--- src/rtl/serial_sub_ctrl.sv ---
// Bit-serial subtractor: one full-subtractor cell reused LSB first, WIDTH cycles per operation.
// Define SERIAL_SUB_FLAGS_EN to add the registered zero/lt result flags.
module serial_sub_ctrl #(
  parameter int WIDTH = 8
) (
  input  logic             clk,
  input  logic             rst_n,
  input  logic             in_valid,
  output logic             in_ready,
  input  logic [WIDTH-1:0] a,
  input  logic [WIDTH-1:0] b,
  input  logic             bin,
  output logic             out_valid,
  input  logic             out_ready,
  output logic [WIDTH-1:0] diff,
  output logic             bout,
`ifdef SERIAL_SUB_FLAGS_EN
  output logic             zero,
  output logic             lt,
`endif
  output logic             busy
);

  localparam int CW = (WIDTH > 1) ? $clog2(WIDTH) : 1;
  localparam logic [CW-1:0] CNT_ONE  = CW'(1);
  localparam logic [CW-1:0] CNT_LAST = CW'(WIDTH - 1);

  typedef enum logic [1:0] {
    S_IDLE = 2'd0,
    S_RUN  = 2'd1,
    S_DONE = 2'd2
  } state_t;

  state_t           r_state;
  logic [WIDTH-1:0] r_a;
  logic [WIDTH-1:0] r_b;
  logic             r_br;
  logic [CW-1:0]    r_cnt;
  // Holds the difference bits produced so far; the final bit is merged on the last RUN edge.
  logic [WIDTH-2:0] r_res;
  logic [WIDTH-1:0] r_diff;
  logic             r_bout;
  logic             r_in_ready;
  logic             r_out_valid;
  logic             r_busy;
`ifdef SERIAL_SUB_FLAGS_EN
  logic             r_zero;
  logic             r_lt;
`endif

  logic             w_d;
  logic             w_br_next;
  logic [WIDTH-1:0] w_res_next;
  logic             w_last;

  // Full-subtractor cell on the current LSBs and the assembled result word.
  always_comb begin
    w_d        = r_a[0] ^ r_b[0] ^ r_br;
    w_br_next  = (~r_a[0] & r_b[0]) | (~(r_a[0] ^ r_b[0]) & r_br);
    w_res_next = {w_d, r_res};
    w_last     = (r_cnt == CNT_LAST);
  end

  // Control FSM, datapath registers and registered handshake outputs.
  always_ff @(posedge clk or negedge rst_n) begin
    if (!rst_n) begin
      r_state     <= S_IDLE;
      r_a         <= '0;
      r_b         <= '0;
      r_br        <= 1'b0;
      r_cnt       <= '0;
      r_res       <= '0;
      r_diff      <= '0;
      r_bout      <= 1'b0;
      r_in_ready  <= 1'b0;
      r_out_valid <= 1'b0;
      r_busy      <= 1'b0;
`ifdef SERIAL_SUB_FLAGS_EN
      r_zero      <= 1'b0;
      r_lt        <= 1'b0;
`endif
    end else begin
      case (r_state)
        S_IDLE: begin
          // in_ready is still low on the first edge after reset, so that edge never accepts.
          if (in_valid && r_in_ready) begin
            r_a        <= a;
            r_b        <= b;
            r_br       <= bin;
            r_cnt      <= '0;
            r_res      <= '0;
            r_state    <= S_RUN;
            r_in_ready <= 1'b0;
            r_busy     <= 1'b1;
          end else begin
            r_in_ready <= 1'b1;
            r_busy     <= 1'b0;
          end
          r_out_valid <= 1'b0;
        end
        S_RUN: begin
          r_a   <= {1'b0, r_a[WIDTH-1:1]};
          r_b   <= {1'b0, r_b[WIDTH-1:1]};
          r_br  <= w_br_next;
          r_res <= w_res_next[WIDTH-1:1];
          if (w_last) begin
            r_state     <= S_DONE;
            r_diff      <= w_res_next;
            r_bout      <= w_br_next;
            r_out_valid <= 1'b1;
`ifdef SERIAL_SUB_FLAGS_EN
            r_zero      <= (w_res_next == {WIDTH{1'b0}});
            r_lt        <= w_br_next;
`endif
          end else begin
            r_cnt <= r_cnt + CNT_ONE;
          end
        end
        S_DONE: begin
          if (out_ready) begin
            r_state     <= S_IDLE;
            r_out_valid <= 1'b0;
            r_busy      <= 1'b0;
            r_in_ready  <= 1'b1;
          end else begin
            r_out_valid <= 1'b1;
            r_busy      <= 1'b1;
          end
        end
        default: begin
          r_state     <= S_IDLE;
          r_in_ready  <= 1'b0;
          r_out_valid <= 1'b0;
          r_busy      <= 1'b0;
        end
      endcase
    end
  end

  assign in_ready  = r_in_ready;
  assign out_valid = r_out_valid;
  assign busy      = r_busy;
  assign diff      = r_diff;
  assign bout      = r_bout;
`ifdef SERIAL_SUB_FLAGS_EN
  assign zero      = r_zero;
  assign lt        = r_lt;
`endif

endmodule

--- config.mk ---
export PLATFORM = sky130hd
export DESIGN_NAME = serial_sub_ctrl
export DESIGN_NICKNAME = d
export VERILOG_FILES = /design/src/rtl/serial_sub_ctrl.sv
export SDC_FILE = /design/constraint.sdc
export NUM_CORES = 1
export LEC_CHECK = 0
export ABC_CLOCK_PERIOD_IN_PS = 2900
export CORE_UTILIZATION = 56
export DETAILED_ROUTE_END_ITERATION = 10
export GPL_ROUTABILITY_DRIVEN = 0
export PLACE_DENSITY_LB_ADDON = 0.2
export SETUP_SLACK_MARGIN = 0.02
export SYNTH_ARGS = -nofsm -noshare
export SYNTH_HDL_FRONTEND = slang
export SYNTH_SLANG_ARGS = --single-unit
--- constraint.sdc ---
create_clock -name clk -period 2.9 [get_ports clk]
set_input_delay 0.29 -clock clk [delete_from_list [all_inputs] [get_ports clk]]
set_output_delay 0.29 -clock clk [all_outputs]
set_load 0.05 [all_outputs]
==> metrics.txt <==
RSZ-0062 raised after global routing=no; Netlist cell types=28; Crit. End Element=flop; Largest stage delay, worst path=660 ps; Max Cap Viol=0; Max VDD drop=0.775 mV; ANT cells=0; P&R area growth vs syn=21.1%; core box area=3150 µm²; CTS tree=built; Congestion Overflow GR=0; clock skew=16.9 ps; layout cells sized above 1=11.3%; Tightest Pin Transition=879 ps; vias in the first global route=1,351; Period minus WS final=2400 ps; data arrival time of the worst path=2620 ps; Fillers=251; dpl ws=507 ps; Final Cycle Share=82.6%; endpoints failing setup=0; max_slew headroom=41.4%; worst hold path type=in -> async; Crit Path Class=reg -> reg; cts repair resizes=0; clock buffer depth=2; clock latency on the worst-skew pair=370 ps; Fin. Hold Viols=0; initial antenna violation count=0; status=finished, final reports clean; Worst setup SP type=flop; Post-Route WL=3710 µm; FF-to-FF setup slack=500 ps; DRT Pass-1 Iters=4; CTS buffer count=5; Total GRT Usage=23.7%; Netlist Area Pre-Place=1920 µm²; Post-synth EDFFs=0; R2R Path End=r_a[1]; reg-to-reg startpoint=r_state[0]; synthesized instance count=164; drt drc=0; clock slew at reported path FFs=130 ps; starting DRC count in detailed routing=43; dpl hpwl=2490 µm; Critical Path Fanout Max=24; post-synthesis sequential area ratio=53.5%; Peak Freq=417 MHz; CP max stage cell=nor2_1; post-layout net count=222; syn nets=192; clock root buffer=clkbuf_4; Primary FF master, synth=dfrtp_1; Post-DRT Antenna Nets=0; PortBufs=32; die height=60.5 µm; H-tree depth=2; Site Rows=20; TritonCTS Sinks=41; Final WS setup=504 ps; Final Util=73.6%; CP Capture Point=r_a[1]; #FFs+latches synth=41; Synth async-reset ratio=100%; power per cell area=1060 nW/µm²; Worst EP required=3120 ps; worst-case reg-to-reg path depth=5; hold-fix buffer count after cts=0; Setup crit start=r_state[0]; Starting Density=60.8%; # IOs=33; Die ar.=3660 µm²; first-pass GRT wire length=6170 µm; Leakage=1.08 nW; Setup Buffers After CTS=0; via count=1,376; final setup TNS=0 ps; synth warn=0; WL/cell=15.5 µm; Max Slew Vio Count=0; vias per cell=5.76; Die X=60.5 µm; Cell Chain, Critical Path=inv_1 > ha_1 > nor2_1 > or2_1 > o21ai_0; largest net degree at the start of global routing=42; syn_area_per_cell=11.7 µm²
==> flip-flops by register name, indices dropped and copies added, names as in the netlist <==
signal,count
busy,1
in_ready,1
r_a,8
r_b,8
r_br,1
r_cnt,3
r_res,7
r_state,2
diff,8
out_valid,1
bout,1
==> cell families after synthesis <==
family                   after synthesis  synth area share (%)
buffers and inverters                 16                  4.63
adder cells (fa/ha/maj)                7                  4.96
multiplexers                          25                  13.7
AND/OR/NAND/NOR                       23                  6.20
AO/OA/AOI/OAI                         52                  17.0
flip-flops                            41                  53.5
==> worst min path at each step <==
stage / startpoint / to / slack (ps)
after floorplan: rst_n / bout / -6
after global placement: rst_n / r_a[4] / 450
after detailed placement: rst_n / r_a[3] / 460
after CTS: rst_n / bout / 60
after global routing: rst_n / bout / 110
final: rst_n / r_a[3] / 30
==> critical path: cells and delay by family (launching register included) <==
kind	cells	cell delay, ps
AOI/OAI and AO/OA	1	230
adders and majority gates	1	250
buffers and inverters	1	80
DFF	1	390
and+or+nand+nor	2	1310
==> synth_stat cells, types with 2 or more instances <==
master     n  area, µm²
nor2b_1    4       25.0
mux2i_1   15        150
a21oi_1    2       10.0
clkbuf_1   5       18.8
buf_6      3       33.8
dfrtp_1   41       1030
nand2_1    7       26.3
buf_2      2       10.0
nand3_1    2       10.0
o32a_1     2       20.0
a22o_1     8       70.1
inv_1      5       18.8
and3_1     2       12.5
o21ai_0   35        175
mux2_2    10        113
ha_1       6       75.1
nor3b_1    2       15.0
nor2_1     3       11.3
==> area by class of cell <==
type / count / area, µm² / area share (%)
flip-flops and latches: 41 / 1030 / 44.2
well taps: 44 / 55.1 / 2.37
clock inverters: 2 / 37.5 / 1.62
inverters: 5 / 18.8 / 0.809
multi-input cells: 107 / 802 / 34.6
repair buffers: 34 / 330 / 14.2
clock buffers: 6 / 51.3 / 2.21
==> routing by layer <==
| metal | GRT usage (%) | wire length, µm | up-vias |
|---|---|---|---|
| met5 | 0 | 0 | - |
| li1 | - | - | 648 |
| met2 | 37.7 | 1730 | 31 |
| met3 | 4.69 | 161 | 10 |
| met4 | 13.3 | 89 | 0 |
| met1 | 30.5 | 1730 | 687 |
==> report_power, final <==
group,total [mW],internal (mW),switching [mW]
combinational,1.13,0.454,0.677
clock,0.402,0.205,0.197
sequential,0.936,0.794,0.143
==> cell usage in the layout, fill, tap and decap left out, drive strengths merged, types with 2 or more instances in the layout <==
cell	synthesis	final
a21oi	2	2
a22o	8	8
and3	2	2
buf	6	3
clkbuf	5	6
clkdlybuf4s50	0	31
dfrtp	41	41
ha	6	6
inv	5	5
mux2	10	10
mux2i	15	15
nand2	7	7
nand3	2	2
nor2	3	3
nor2b	4	4
nor3b	2	2
o21ai	35	35
o32a	2	2
==> per-stage QoR <==
step / hold WS, ps / std cells / total power [mW] / instance area [µm²]
3_5_place_dp: 463 / 231 / 2.08 / 2230
3_3_place_gp: 448 / 231 / 2.01 / 2230
4_1_cts: 55.3 / 239 / 2.47 / 2320
5_1_grt: 109 / 239 / 2.63 / 2320
6_report: 25.0 / 239 / 2.47 / 2320
2_1_floorplan: -5.59 / 164 / 1.82 / 1920
No activity file was read; power rests on OpenSTA's default activity.
